File: src/rtl/ram_bank.sv
// ram_bank: parametrised single-port RAM with a registered read port and a clear sweep.
// Optional RAM_WRITE_THROUGH_EN: write-first forwarding of X onto Y during a store.
module ram_bank #(
  parameter int unsigned DATA_W = 16,
  parameter int unsigned ADDR_W = 4
) (
  input  logic              cl,
  input  logic              rst_n,
  input  logic              st,
  input  logic [ADDR_W-1:0] ad,
  input  logic [DATA_W-1:0] X,
  input  logic              clr,
  output logic [DATA_W-1:0] Y,
  output logic              busy
);

  localparam int unsigned DEPTH = 2 ** ADDR_W;

  typedef enum logic {
    S_CLEAR,
    S_IDLE
  } state_e;

  state_e            state_q;
  logic [ADDR_W-1:0] ptr_q;
  logic [DATA_W-1:0] y_q;
  logic              busy_q;

  logic [DATA_W-1:0] mem [DEPTH];

  logic              we;
  logic [ADDR_W-1:0] waddr;
  logic [DATA_W-1:0] wdata;

  // The sweep owns the write port while clearing; clr beats a coincident store.
  always_comb begin
    we    = 1'b0;
    waddr = ad;
    wdata = X;
    if (state_q == S_CLEAR) begin
      we    = rst_n;
      waddr = ptr_q;
      wdata = '0;
    end else if (st && !clr) begin
      we = 1'b1;
    end
  end

  always_ff @(posedge cl) begin
    if (we) begin
      mem[waddr] <= wdata;
    end
  end

  always_ff @(posedge cl or negedge rst_n) begin
    if (!rst_n) begin
      state_q <= S_CLEAR;
      ptr_q   <= '0;
      y_q     <= '0;
      busy_q  <= 1'b1;
    end else begin
      case (state_q)
        S_CLEAR: begin
          y_q <= '0;
          if (ptr_q == ADDR_W'(DEPTH - 1)) begin
            state_q <= S_IDLE;
            busy_q  <= 1'b0;
          end else begin
            ptr_q <= ptr_q + 1'b1;
          end
        end
        S_IDLE: begin
          if (clr) begin
            state_q <= S_CLEAR;
            ptr_q   <= '0;
            y_q     <= '0;
            busy_q  <= 1'b1;
          end else begin
`ifdef RAM_WRITE_THROUGH_EN
            y_q <= st ? X : mem[ad];
`else
            y_q <= mem[ad];
`endif
          end
        end
        default: begin
          state_q <= S_CLEAR;
          ptr_q   <= '0;
          y_q     <= '0;
          busy_q  <= 1'b1;
        end
      endcase
    end
  end

  assign Y    = y_q;
  assign busy = busy_q;

endmodule

File: config.mk
export PLATFORM = sky130hd
export DESIGN_NAME = ram_bank
export DESIGN_NICKNAME = d
export VERILOG_FILES = /design/src/rtl/ram_bank.sv
export SDC_FILE = /design/constraint.sdc
export NUM_CORES = 1
export LEC_CHECK = 0
export CAP_MARGIN = 5
export CORE_AREA = 2 2 213 215
export DETAILED_ROUTE_END_ITERATION = 7
export DIE_AREA = 0 0 215 217
export PLACE_DENSITY = 0.41
export SETUP_SLACK_MARGIN = 0.02
export SLEW_MARGIN = 30
export SYNTH_ARGS = -nofsm -noshare
export SYNTH_HDL_FRONTEND = slang
export SYNTH_SLANG_ARGS = --single-unit
File: constraint.sdc
create_clock -name cl -period 1.9 [get_ports cl]
set_input_delay 0.475 -clock cl [delete_from_list [all_inputs] [get_ports cl]]
set_output_delay 0.475 -clock cl [all_outputs]
set_load 0.01 [all_outputs]
==> run_results.csv <==
group,metric,value,unit
worst_setup_path,worst_ep_arrival_time,1.34,ns
cts,clk_pin_slew,0.06,ns
worst_setup_path,r2r_cells,7,
power,power.density,1264,nW/µm²
worst_setup_path,slowest_delay,0.55,ns
cts,cts_buffers,30,
timing,min_period_over_period,95.44,%
cts,cts-htree-levels,1,
route,viasPerCell,4.315,
floorplan,die_x,215,µm
placement,dpl_worst_slack,-0.5400,ns
cts,cts.sinks,278,
worst_setup_path,cp_num_cells,1,
route,antenna_left,0,
finish,areaGrowthSynthToFinish,28.94,%
worst_setup_path,required,1.42,ns
power,total_power,17.95,mW
grt,antenna_found_initial,0,
worst_hold_path,hold_path_class,"in2async",
yosys,seq_area_frac_synth,74.79,%
floorplan,boundaryPins,41,
yosys,syn_area,11020,µm²
yosys,synth-edff-count,256,
finish,mostFrequentLayoutCell,"edfxtp_1",
worst_setup_path,critPathBufInv,1,
worst_setup_path,endpoint_kind,"output port",
grt,grt_max_degree,23,
worst_setup_path,critical_path_class,"reg2out",
timing,tightest_slew,0.8407,ns
yosys,synth.distinct_cells,36,
cts,root_buffer,"clkbuf_16",
cts,tritoncts,"built",
cts,clock_latency,0.56,ns
timing,rsz0062_at_grt,"no",
route,route.detailed.drc,0,
worst_setup_path,cp_slowest_cell,"dfstp_2",
worst_setup_path,crit_path_start_kind,"register",
run_status,status,"finished, final reports clean",
grt,grt_usage,12.64,%
placement,dp_hpwl,19980,µm
placement,gp_congestion,0.7492,
placement,numPortBuffers,40,
timing,maxSlewViolCount,0,
yosys,syn_nets,633,
yosys,syn_avg_cell_area,18.12,µm²
power,p_leak,5.059,nW
yosys,async_flop_share,7.914,%
floorplan,dieArea,46660,µm²
yosys,synth-seq-cells,278,
grt,grt_overflow,0,
timing,skew,0.009770,ns
worst_setup_path,cp_max_fo,3,
timing,relSlewSlack,43.95,%
floorplan,rows,78,
timing,fin_ws,0.08657,ns
flow_run,drv_cap,0,
worst_setup_path,worstPathCellList,"clkdlybuf4s15_1",
worst_setup_path,critPathTopFamily,"flip-flops",
finish,drive_above_1_share,25.83,%
yosys,ys_warn_count,0,
timing,final_hold_viol_count,0,
floorplan,start_util,24.65,%
floorplan,die_h,217,µm
floorplan,coreArea,44700,µm²
grt,grt_pass1_vias,6338,
grt,grt_pass1_wl,42930,µm
finish,num_antenna_cells,0,
route,drt_pass1_iterations,4,
cts,cts_buffer_depth,3,
yosys,synth_ff_type,"edfxtp_1",
cts,ctsHoldBuffers,0,
power,max-vdd-ir-drop,0.5856,mV
route,drt-total-wl,29270,µm
timing,setup_viol,0,
route,drt_iter0_markers,346,
timing,period_minus_slack,1.813,ns
yosys,synthCells,608,
finish,final_nets,752,
timing,fmax,551.4,MHz
route,wl_per_cell,21.67,µm
finish,layout_common_cells,"256 x edfxtp_1, 97 x mux2i_1, 48 x buf_4",
route,via_count,5830,
[metal layers]
metal / routed length [µm] / GRT usage, % / up-vias
met5: 0 / 0 / -
met4: 459 / 2.805 / 0
met3: 1133 / 2.096 / 35
met2: 15110 / 23.13 / 110
met1: 12570 / 15.63 / 3035
li1: - / - / 2650
[where the power goes]
group	switching, mW	internal (mW)
Sequential	0.266	7.91
Clock	2.37	3.71
Combinational	2.24	1.46
[path summary, 6_finish.rpt]
path / startpoint / end / slack, ns
max: busy / busy / 0.09
min: rst_n / ptr_q[2] / 0.51
max reg2reg: state_q / mem[15][14] / 0.11
min reg2reg: busy / busy / 0.51
max in group asynchronous: rst_n / Y[13] / 1.05
min in group cl: busy / busy / 0.51
[cell usage after synthesis, drive strengths merged (15+ instances only)]
cell type | number | area [µm²]
mux4 | 16 | 360.4
buf | 20 | 206.5
a22o | 15 | 131.4
nor2 | 26 | 97.59
and2 | 18 | 112.6
edfxtp | 256 | 7687
dfrtp | 21 | 525.5
mux2i | 97 | 970.9
a22oi | 35 | 262.8
clkbuf | 16 | 60.06
nand3 | 18 | 90.09
[repair_timing]
action	in CTS	in global routing
resized for setup	18	12
pin swaps	0	6
buffers inserted	0	0
gates cloned	0	1
endpoints found under the setup margin	17	223
[registers in the layout, indices dropped and copies added (netlist names)]
name     cells
state_q      1
ptr_q        4
Y           16
busy         1
mem        256
[through the flow]
| stage | cells | area, µm² | hold WS, ns | setup TNS (ns) | utilization [%] |
|---|---|---|---|---|---|
| after floorplan | 608 | 11210 | 0.1794 | -15.02 | - |
| after global placement | 1294 | 13110 | 0.4993 | -128.16 | 29.33 |
| after detailed placement | 1294 | 13110 | 0.4952 | -130.03 | 29.33 |
| after CTS | 1350 | 14140 | 0.4935 | 0 | 31.64 |
| after global routing | 1351 | 14200 | 0.5163 | 0 | 31.78 |
| final | 1351 | 14200 | 0.5053 | 0 | 31.78 |
[layout make-up]
type | instances | area [µm²]
clock buffers | 40 | 859.6
clock inverters | 16 | 190.2
fillers | 4399 | 30490
inverters | 3 | 11.26
multi-input cells | 291 | 2708
flip-flops and latches | 278 | 8242
well taps | 600 | 750.7
repair buffers | 123 | 1444
[cell families after synthesis]
family,share of synthesized area (%)
AOI/OAI and AO/OA,5.951
adders and majority gates,0.1136
DFF,74.79
muxes,12.08
and+or+nand+nor,4.543
buffers and inverters,2.521
(Power assumes the default switching activity.)
